==> src/rtl/noc_pkg.sv <==
// noc_pkg
//   Shared constants for the network-on-chip receive path.
//   Holds the default channel count and item width used by the receive
//   arbiter and its interface, plus the symbolic channel indices
//   (north, south, east, west, local) so callers never hard-code them.
//   No ports; import with "import noc_pkg::*;".
package noc_pkg;

  // Five channels: N, S, E, W and the local injection port.
  localparam int NPORTS_DEFAULT = 5;

  // Item = payload plus routing address.
  localparam int DATA_W_DEFAULT = 24;

  // Channel indices, in the order the arbiter searches them.
  localparam int PORT_N = 0;
  localparam int PORT_S = 1;
  localparam int PORT_E = 2;
  localparam int PORT_W = 3;
  localparam int PORT_L = 4;

  // Convenience type for one item at the default width.
  typedef logic [DATA_W_DEFAULT-1:0] noc_item_t;

endpackage

==> src/rtl/rx_rr_arbiter_if.sv <==
// rx_rr_arbiter_if
//   Bundles the channel-side and downstream-side handshake of the receive
//   arbiter.
//   Signals:
//     in_valid  [NPORTS]         channel i holds an item
//     in_item   [NPORTS*DATA_W]  channel i item at [i*DATA_W +: DATA_W]
//     in_read   [NPORTS]         one-hot pop strobe back to channel i
//     out_valid                  output buffer non-empty
//     out_item  [DATA_W]         head of the output buffer
//     out_read                   downstream pops the head
//     full                       output buffer holds DEPTH items
//   Modports:
//     master  the environment (channels + downstream consumer)
//     slave   the arbiter itself
interface rx_rr_arbiter_if
  import noc_pkg::*;
#(
  parameter int NPORTS = NPORTS_DEFAULT,
  parameter int DATA_W = DATA_W_DEFAULT
);

  logic [NPORTS-1:0]        in_valid;
  logic [NPORTS*DATA_W-1:0] in_item;
  logic [NPORTS-1:0]        in_read;
  logic                     out_valid;
  logic [DATA_W-1:0]        out_item;
  logic                     out_read;
  logic                     full;

  modport master (
    output in_valid,
    output in_item,
    output out_read,
    input  in_read,
    input  out_valid,
    input  out_item,
    input  full
  );

  modport slave (
    input  in_valid,
    input  in_item,
    input  out_read,
    output in_read,
    output out_valid,
    output out_item,
    output full
  );

endinterface

==> src/rtl/rx_sync_fifo.sv <==
// rx_sync_fifo
//   Single-clock first-word-fall-through FIFO used as the arbiter's output
//   buffer. The head entry is visible on head_data as soon as it is written.
//   Ports:
//     clk        clock, all state on rising edge
//     reset      synchronous active-high, empties the FIFO
//     push       write push_data at the tail (ignored when full)
//     push_data  [DATA_W] item to write
//     pop        remove the head (ignored when empty)
//     head_data  [DATA_W] current head entry
//     head_valid FIFO holds at least one entry
//     full       FIFO holds DEPTH entries
//   DEPTH must be a power of two (>= 2) so the pointers wrap naturally.
module rx_sync_fifo
  import noc_pkg::*;
#(
  parameter int DATA_W = DATA_W_DEFAULT,
  parameter int DEPTH  = 4
) (
  input  logic              clk,
  input  logic              reset,
  input  logic              push,
  input  logic [DATA_W-1:0] push_data,
  input  logic              pop,
  output logic [DATA_W-1:0] head_data,
  output logic              head_valid,
  output logic              full
);

  localparam int AW = $clog2(DEPTH);
  localparam int CW = AW + 1;

  logic [DATA_W-1:0] mem_q [DEPTH];
  logic [DATA_W-1:0] mem_d [DEPTH];
  logic [AW-1:0]     head_q, head_d;
  logic [AW-1:0]     tail_q, tail_d;
  logic [CW-1:0]     count_q, count_d;
  logic              do_push, do_pop;

  // A push is refused while full even if a pop happens in the same cycle:
  // the free slot only becomes usable after the edge.
  always_comb begin
    full       = (count_q == CW'(DEPTH));
    head_valid = (count_q != '0);
    do_push    = push && !full;
    do_pop     = pop && head_valid;
    head_data  = mem_q[head_q];
  end

  always_comb begin
    head_d  = head_q;
    tail_d  = tail_q;
    count_d = count_q;
    mem_d   = mem_q;
    if (do_push) begin
      mem_d[tail_q] = push_data;
      tail_d        = tail_q + 1'b1;
    end
    if (do_pop) begin
      head_d = head_q + 1'b1;
    end
    case ({do_push, do_pop})
      2'b10:   count_d = count_q + 1'b1;
      2'b01:   count_d = count_q - 1'b1;
      default: count_d = count_q;
    endcase
  end

  always_ff @(posedge clk) begin
    if (reset) begin
      head_q  <= '0;
      tail_q  <= '0;
      count_q <= '0;
    end else begin
      head_q  <= head_d;
      tail_q  <= tail_d;
      count_q <= count_d;
    end
  end

  // Storage is not reset; stale entries are unreachable once count is 0.
  always_ff @(posedge clk) begin
    mem_q <= mem_d;
  end

endmodule

==> src/rtl/rx_rr_arbiter.sv <==
// rx_rr_arbiter
//   Picks one of NPORTS receive channels per cycle and moves its item into a
//   DEPTH-entry first-word-fall-through output buffer.
//   RR_MODE=1: round-robin, search starts at ptr and wraps; ptr moves to the
//              slot after each granted channel.
//   RR_MODE=0: fixed priority, lowest valid index wins, ptr stays 0.
//   Ports:
//     clk    clock, all state on rising edge
//     reset  synchronous active-high; clears ptr and the buffer and forces
//            in_read, out_valid and full low while asserted
//     bus    rx_rr_arbiter_if.slave (in_valid/in_item/in_read,
//            out_valid/out_item/out_read, full)
module rx_rr_arbiter
  import noc_pkg::*;
#(
  parameter int NPORTS  = NPORTS_DEFAULT,
  parameter int DATA_W  = DATA_W_DEFAULT,
  parameter int DEPTH   = 4,
  parameter int RR_MODE = 1
) (
  input  logic           clk,
  input  logic           reset,
  rx_rr_arbiter_if.slave bus
);

  localparam int PTR_W = (NPORTS > 1) ? $clog2(NPORTS) : 1;
  localparam logic [PTR_W:0] NPORTS_EXT = (PTR_W+1)'(NPORTS);

  logic [PTR_W-1:0]  ptr_q, ptr_d;
  logic [PTR_W-1:0]  start_idx;
  logic [PTR_W-1:0]  grant_idx;
  logic [PTR_W:0]    cand_ext;
  logic              grant_found;
  logic              grant_en;
  logic [NPORTS-1:0] grant_onehot;
  logic [DATA_W-1:0] push_data;
  logic [DATA_W-1:0] fifo_head;
  logic              fifo_valid;
  logic              fifo_full;
  logic              pop;

  always_comb begin
    start_idx = (RR_MODE != 0) ? ptr_q : '0;
  end

  // Walk the channels starting at start_idx; the candidate index is kept one
  // bit wider so start+offset can be folded back below NPORTS without
  // overflowing when NPORTS is not a power of two.
  always_comb begin
    grant_found = 1'b0;
    grant_idx   = '0;
    cand_ext    = '0;
    for (int k = 0; k < NPORTS; k++) begin
      cand_ext = {1'b0, start_idx} + (PTR_W+1)'(k);
      if (cand_ext >= NPORTS_EXT) begin
        cand_ext = cand_ext - NPORTS_EXT;
      end
      if (!grant_found && bus.in_valid[cand_ext[PTR_W-1:0]]) begin
        grant_found = 1'b1;
        grant_idx   = cand_ext[PTR_W-1:0];
      end
    end
  end

  // A grant only takes effect when the buffer can accept it this cycle.
  always_comb begin
    grant_en     = grant_found && !fifo_full && !reset;
    grant_onehot = '0;
    if (grant_en) begin
      grant_onehot[grant_idx] = 1'b1;
    end
  end

  always_comb begin
    push_data = '0;
    for (int k = 0; k < NPORTS; k++) begin
      if (grant_idx == PTR_W'(k)) begin
        push_data = bus.in_item[k*DATA_W +: DATA_W];
      end
    end
  end

  // ptr only moves on an accepted grant, so a blocked (full) cycle keeps the
  // same channel first in line.
  always_comb begin
    ptr_d = ptr_q;
    if (grant_en && (RR_MODE != 0)) begin
      if (grant_idx == PTR_W'(NPORTS - 1)) begin
        ptr_d = '0;
      end else begin
        ptr_d = grant_idx + 1'b1;
      end
    end
  end

  always_ff @(posedge clk) begin
    if (reset) begin
      ptr_q <= PTR_W'(PORT_N);
    end else begin
      ptr_q <= ptr_d;
    end
  end

  always_comb begin
    pop = bus.out_read && fifo_valid && !reset;
  end

  rx_sync_fifo #(
    .DATA_W (DATA_W),
    .DEPTH  (DEPTH)
  ) u_fifo (
    .clk        (clk),
    .reset      (reset),
    .push       (grant_en),
    .push_data  (push_data),
    .pop        (pop),
    .head_data  (fifo_head),
    .head_valid (fifo_valid),
    .full       (fifo_full)
  );

  // Status is masked during reset because the buffer count only clears at
  // the reset edge.
  always_comb begin
    bus.in_read   = grant_onehot;
    bus.out_valid = fifo_valid && !reset;
    bus.full      = fifo_full && !reset;
    bus.out_item  = fifo_head;
  end

endmodule
==> src/flat_wrapper.sv <==
// flat-port wrapper written by rule: the top's interface ports become plain ports
module rx_rr_arbiter_flat import noc_pkg::*;
#(
  parameter int NPORTS  = NPORTS_DEFAULT,
  parameter int DATA_W  = DATA_W_DEFAULT,
  parameter int DEPTH   = 4,
  parameter int RR_MODE = 1
)
  (clk, reset, bus_in_valid, bus_in_item, bus_out_read, bus_in_read, bus_out_valid, bus_out_item, bus_full);
  rx_rr_arbiter_if #(.NPORTS(NPORTS), .DATA_W(DATA_W)) bus_i ();
  input  logic clk;
  input  logic reset;
  input wire logic [$bits(bus_i.in_valid)-1:0] bus_in_valid;
  input wire logic [$bits(bus_i.in_item)-1:0] bus_in_item;
  input wire logic [$bits(bus_i.out_read)-1:0] bus_out_read;
  output wire logic [$bits(bus_i.in_read)-1:0] bus_in_read;
  output wire logic [$bits(bus_i.out_valid)-1:0] bus_out_valid;
  output wire logic [$bits(bus_i.out_item)-1:0] bus_out_item;
  output wire logic [$bits(bus_i.full)-1:0] bus_full;
  assign bus_i.in_valid = bus_in_valid;
  assign bus_i.in_item = bus_in_item;
  assign bus_i.out_read = bus_out_read;
  assign bus_in_read = bus_i.in_read;
  assign bus_out_valid = bus_i.out_valid;
  assign bus_out_item = bus_i.out_item;
  assign bus_full = bus_i.full;
  rx_rr_arbiter #(.NPORTS(NPORTS), .DATA_W(DATA_W), .DEPTH(DEPTH), .RR_MODE(RR_MODE)) u_core (.clk(clk), .reset(reset), .bus(bus_i));
endmodule
==> config.mk <==
export PLATFORM = sky130hd
export DESIGN_NAME = rx_rr_arbiter_flat
export DESIGN_NICKNAME = d
export VERILOG_FILES = /design/src/rtl/noc_pkg.sv /design/src/rtl/rx_rr_arbiter_if.sv /design/src/rtl/rx_sync_fifo.sv /design/src/rtl/rx_rr_arbiter.sv /design/src/flat_wrapper.sv
export SDC_FILE = /design/constraint.sdc
export NUM_CORES = 1
export LEC_CHECK = 0
export CORE_ASPECT_RATIO = 0.5
export CORE_UTILIZATION = 25
export CTS_BUF_LIST = sky130_fd_sc_hd__clkbuf_8
export CTS_CLUSTER_DIAMETER = 50
export CTS_CLUSTER_SIZE = 20
export DETAILED_ROUTE_END_ITERATION = 10
export GPL_TIMING_DRIVEN = 0
export HOLD_SLACK_MARGIN = 0.1
export PLACE_DENSITY = 0.5
export SYNTH_ARGS = -nofsm -noshare
export SYNTH_HDL_FRONTEND = slang
export SYNTH_SLANG_ARGS = --single-unit
export TNS_END_PERCENT = 20
==> constraint.sdc <==
create_clock -name clk -period 5.68 [get_ports clk]
set_input_delay 0.568 -clock clk [delete_from_list [all_inputs] [get_ports clk]]
set_output_delay 0.568 -clock clk [all_outputs]
set_load 0.03 [all_outputs]
; ---- Yosys cells after proc, flatten, opt, wreduce, memory -nomap -nowiden
; Index checks and enable logic that the tools add are counted.
; Widths: inputs -> output; s select.
[totals]
in_bits = 128
out_inout_bits = 31
reg_bits = 106
[classes]
n_lt_le_gt_ge = 15
n_eq_ne = 7
bitwise_logic = 2
mux = 41
addsub = 14
reduce_logical = 23
[ops]
columns = cell, count
row1 = $mux 24, 8
row2 = $bwmux 96, 1
row3 = $bmux 24 s2, 1
row4 = $demux 24 s2, 1
row5 = $mux 3, 11
row6 = $lt 3x4->1 const B, 6
row7 = $ge 4x3->1 const B, 4
row8 = $bmux 1 s3, 5
row9 = $sub 3x3->3 const B, 5
row10 = $logic_and 1x1->1, 14
row11 = $mux 1, 11
row12 = $ge 3x3->1 const B, 3
row13 = $add 3x2->4 const B, 2
row14 = $add 3x1->3 const B, 2
row15 = $eq 3x2->1 const B, 2
row16 = $eq 3x3->1 const B, 2
row17 = $logic_not 1->1, 6
row18 = $not 2->3, 2
row19 = $pmux 3 s2, 1
row20 = $mux 5, 1
row21 = $add 2x1->2 const B, 2
row22 = $add 3x1->4 const B, 1
row23 = $add 3x3->4 const B, 1
row24 = $demux 1 s3, 1
row25 = 9 further kinds, 9

; ---- Longest topological paths before layout
[logic_depth]
word_depth = 24
mapped_depth = 22
mapped_depth_nobuf = 19

; ---- Modules after synthesis
; Synthesis repeated with hierarchy kept, for this count alone.
[hier_totals]
hier_cells = 535
area_unflattened_um2 = 6610.1
[by_module_without_submodules]
columns = mod, n_inst, cells_each, area_each_um2, seq_area_each_um2
row1 = rx_sync_fifo, 1, 174, 3940.0, 3022.9
row2 = rx_rr_arbiter, 1, 361, 2670.1, 60.1

; ---- Worst setup path after synthesis
; OpenSTA, ideal clock, no wires.
[synth_path]
path_type = reg-to-reg
startpoint = reg u_core.ptr_q[0]
endpoint = reg u_core.u_fifo.mem_q[0] (netlist name) (data pin)
period_less_slack_ps = 4774
required_time_ps = 5408
stages_incl_launch_ff = 21
n_path_buf = 2
slack_ps = 906
arrival_time_ps = 4502
cell_sequence = dfxtp_1 > buf_4 > inv_2 > ha_1 > inv_1 > fa_1 > o21ba_2 > nor2_1 > nand2_1 > a311oi_4 > nor3_2 > and3_4 > a211o_1 > ha_1 > inv_1 > a2111oi_2 > a311oi_4 > buf_6 > nor2_1 > mux2_2 > a221o_1
[synth_via]
elab_chain_len = 24
word_cells_on_any_way = 57
cone_classes = 9 x add/sub / 5 x order compare / 4 x eq/ne / 30 x mux / 9 x reduce/logical
[synth_lines]
columns = element, line
row1 = start: declaration, rx_rr_arbiter.sv:29  ; logic [PTR_W-1:0] ptr_q, ptr_d;
row2 = start signal: assignment, rx_rr_arbiter.sv:98  ; ptr_q <= PTR_W'(PORT_N);
row3 = start signal: assignment, rx_rr_arbiter.sv:100  ; ptr_q <= ptr_d;
row4 = branches (longest 16 deep; another with $add 3x1->4), -
row5 = $mux 3 (*), rx_rr_arbiter.sv:58  ; if (!grant_found && bus.in_valid[cand_ext[PTR_W-1:0]]) begin
row6 = $logic_not 3->1, rx_rr_arbiter.sv:77  ; if (grant_idx == PTR_W'(k)) begin
row7 = $mux 24 (4 in series), rx_rr_arbiter.sv:77
row8 = $mux 24 (*), rx_rr_arbiter.sv:77
row9 = net u_core.push_data[0], rx_rr_arbiter.sv:36  ; logic [DATA_W-1:0] push_data;
row10 = $bwmux 96 (*), rx_sync_fifo.sv:56  ; mem_d[tail_q] = push_data;
row11 = end signal: assignment, rx_sync_fifo.sv:83  ; mem_q <= mem_d;
row12 = end: declaration, rx_sync_fifo.sv:33  ; logic [DATA_W-1:0] mem_q [DEPTH];
; Mark *: on every way through the listed nets, which the timed path passes. The select of a mux whose other input is x is not followed.
; A chain may end at the register's enable or synchronous reset.

; ---- Worst setup path in the final report
; Ends and elaborated chain as after synthesis.

==> results_dict.tcl <==
set metrics [dict create \
    grt_antenna_before_repair 0 \
    vias 5217 \
    worstPathCellList "buf_4 -> inv_4 -> ha_2 -> inv_1 -> fa_1 -> or3_1 -> and2_1 -> a311oi_4 -> nor3_4 -> and3_4 -> a211o_1 -> ha_1 -> inv_1 -> nor3_2 -> a311oi_4 -> buf_6 -> nor2_1 -> mux2_2 -> a221o_1" \
    drc 0 \
    status "finished clean" \
    worstPathRequired_ns 5.79 \
    clock_path_buffers 2 \
    dieArea_sq_mm 0.0274 \
    worstMarginPinSlew_ns 0.962 \
    fmax_mhz 183 \
    synth_flop_cell "edfxtp_1" \
    drive_gt1_share_pct 17.8 \
    reg2reg_depth 19 \
    grt_pass1_vias 5459 \
    areaGrowthSynthToFinish_pct 35.3 \
    placedCellCount 1071 \
    period_share_pct 96.2 \
    grt_pass1_wl_um 31800 \
    hold_start "u_core.u_fifo.tail_q[0]" \
    ys_ff_latch 106 \
    htree_levels 3 \
    worst_path_max_delay_cell "fa_1" \
    dpl_cell_area_sq_mm 0.00868 \
    ys_types 79 \
    viasPerCell 4.75 \
    synthesis.area_sq_mm 0.00667 \
    timing.slew.headroom_pct 35.9 \
    routed_wirelength_um 20800 \
    detail-route-antenna-nets 0 \
    synth_edf_count 96 \
    synth_warnings 0 \
    clk_latency_ns 0.38 \
    layout_min_cycle_time_ns 5.46 \
    grt.total_usage_pct 15.3 \
    cts_tree "done" \
    core.rowCount 41 \
    port_buffers 158 \
    rsz0062_at_grt "no" \
    cts_buffers 9 \
    routabilityCongestion 0.845 \
    critPathKind "reg -> reg" \
    worstSetupStartpointType "register" \
    end_kind "register" \
    synth_area_leaders "edfxtp_1 (43%), mux4_2 (8.4%), mux2i_1 (3.5%)" \
    start_util_pct 25.9 \
    dr.pass1.iters 4 \
    n_antenna_cell 0 \
    hold_viol_final 0 \
    place_hpwl_um 15900 \
    final_util_pct 35.1 \
    gr-total-overflow 0 \
    skew_ns 0.0139 \
    slew_viol_final 0 \
    final_area_sq_mm 0.00902 \
    wl_per_cell_um 19.0 \
    coreArea_sq_mm 0.0257 \
    fin_ws_ns 0.216 \
    cts.sinks 106 \
    netlist_instances 569 \
    cp.arrival_ns 5.57 \
    ys_seq_area_share_pct 46.2 \
    finalSetupViolCount 0 \
    die_h_um 117 \
    root_buffer "clkbuf_8" \
    r2r_slack_ns 0.22 \
    fin_nets 894 \
    grt_max_degree 25 \
    worst_hold_path.endpoint "u_core.u_fifo.tail_q[0]" \
    slowest_delay_ns 0.53 \
    yosys.area.top_type "edfxtp_1" \
    avgSynthCellArea_sq_um 11.7 \
    r2r-end "u_core.u_fifo.mem_q[0]" \
    ys_async_sr_fraction_pct 0 \
    yosysTopAreaCellShare_pct 43.2 \
    synth_nets 714 \
    drt_iter0_markers 295 \
    maxCapViolations 0 \
    path_clk_slew_ns 0.12 \
    min_path_cells 1 \
    hp-class "reg -> reg" \
    critical_path.max_fanout 10 \
    ios 159 \
    dieWidth_um 233 \
    dp_slack_ns -0.181 \
    r2r-start "u_core.ptr_q[0]" \
    final_cells 1098 \
]
kinds of logic after synthesis:
group	after synthesis	synth area share (%)
flip-flops	106	46.2
AND/OR/NAND/NOR	151	11.5
buffers and inverters	85	6.02
adder cells (fa/ha/maj)	17	3.41
multiplexers	62	14.3
AO/OA/AOI/OAI	139	17.4
XOR/XNOR	9	1.18
cells in the mapped netlist, types with 3 or more instances:
cell       n
a211o_1    4
a21boi_0   9
a21boi_1   4
a21o_1     3
a21oi_1   27
a221o_1   11
a221oi_1   4
a221oi_2  10
and2_1     3
and3_1     4
buf_1      4
buf_2      5
buf_4      7
buf_6      3
clkbuf_1  13
dfxtp_1   10
edfxtp_1  96
ha_1      15
inv_1     50
mux2_2    14
mux2i_1   23
mux4_2    25
nand2_1   30
nand2b_1   7
nand3b_1  15
nor2_1    60
nor2b_1    6
nor3_1     7
o21ai_0   27
or3_1      3
xnor2_1    3
xor2_1     6
worst max-delay path by stage:
stage / slack, ns / depth (start not counted) / endpoint / start
floorplan: 0.91 / 20 / u_core.u_fifo.mem_q[0] / u_core.ptr_q[0]
global placement: -0.15 / 16 / u_core.u_fifo.mem_q[95] / u_core.ptr_q[1]
detailed placement: -0.18 / 18 / u_core.u_fifo.mem_q[95] / u_core.ptr_q[0]
CTS: 0.03 / 20 / u_core.u_fifo.mem_q[92] / u_core.ptr_q[1]
global route: 0.002 / 19 / u_core.u_fifo.mem_q[72] / u_core.ptr_q[0]
finish: 0.22 / 19 / u_core.u_fifo.mem_q[0] / u_core.ptr_q[0]
placed cells by master (no fill, tap or decap), types with 7 or more instances in the layout:
cell and count:
nand2b_1 7, mux2_2 14, nand2_1 29, clkbuf_8 9, buf_4 19, mux4_2 25, a21oi_1 27, a221o_1 11
dfxtp_1 9, clkbuf_1 7, nand3b_1 15, ha_1 14, o21ai_0 27, inv_1 50, a21boi_0 9, nor2_1 60
mux2i_1 23, a221oi_2 13, edfxtp_1 96, clkdlybuf4s50_1 157
what timing repair did:
action,CTS,global route
hold buffers,0,0
cloned,0,0
pin swaps,1,10
setup buffers,1,11
endpoints found under the setup margin,33,101
resized for setup,5,18
registers in the layout, summed over array words and instances, names as in the netlist:
signal                 cells
u_core.u_fifo.head_q       2
u_core.ptr_q               3
u_core.u_fifo.mem_q       96
u_core.u_fifo.tail_q       2
u_core.u_fifo.count_q      3
critical path, delay by kind of cell, from the launching register on:
family	cells	cell delay, ns
DFF	1	0.36
muxes	1	0.26
adders and majority gates	3	1.04
and+or+nand+nor	6	1.12
buffers and inverters	5	0.77
AOI/OAI and AO/OA	4	1.64
per-layer routing:
metal,track usage (%),wire [um],up-vias,share of wire (%)
li1,-,-,2512,-
met1,19.2,9160,2621,44
met2,27.9,11000,68,53
met3,1.89,451,16,2.2
met4,3.39,253,0,1.2
met5,0,0,-,0
per-stage QoR:
| step | TNS, ns | hold WS [ns] |
|---|---|---|
| final | 0 | 0.546 |
| after detailed placement | -1.89 | 0.536 |
| after global placement | -1.50 | 0.507 |
| after CTS | 0 | 0.550 |
| after global routing | 0 | 0.597 |
| after floorplan | 0 | 0.479 |
layout make-up:
class,instances,area (sq um)
fillers,2588,16700
multi-input cells,378,3240
flip-flops and latches,106,3080
repair buffers,170,1670
well taps,344,430
plain buffers,33,215
inverters,51,194
clock buffers,9,124
clock inverters,7,70.1
Power is not shown: default switching activity piles up to over one toggle a cycle in this logic, so the estimate is an artifact.
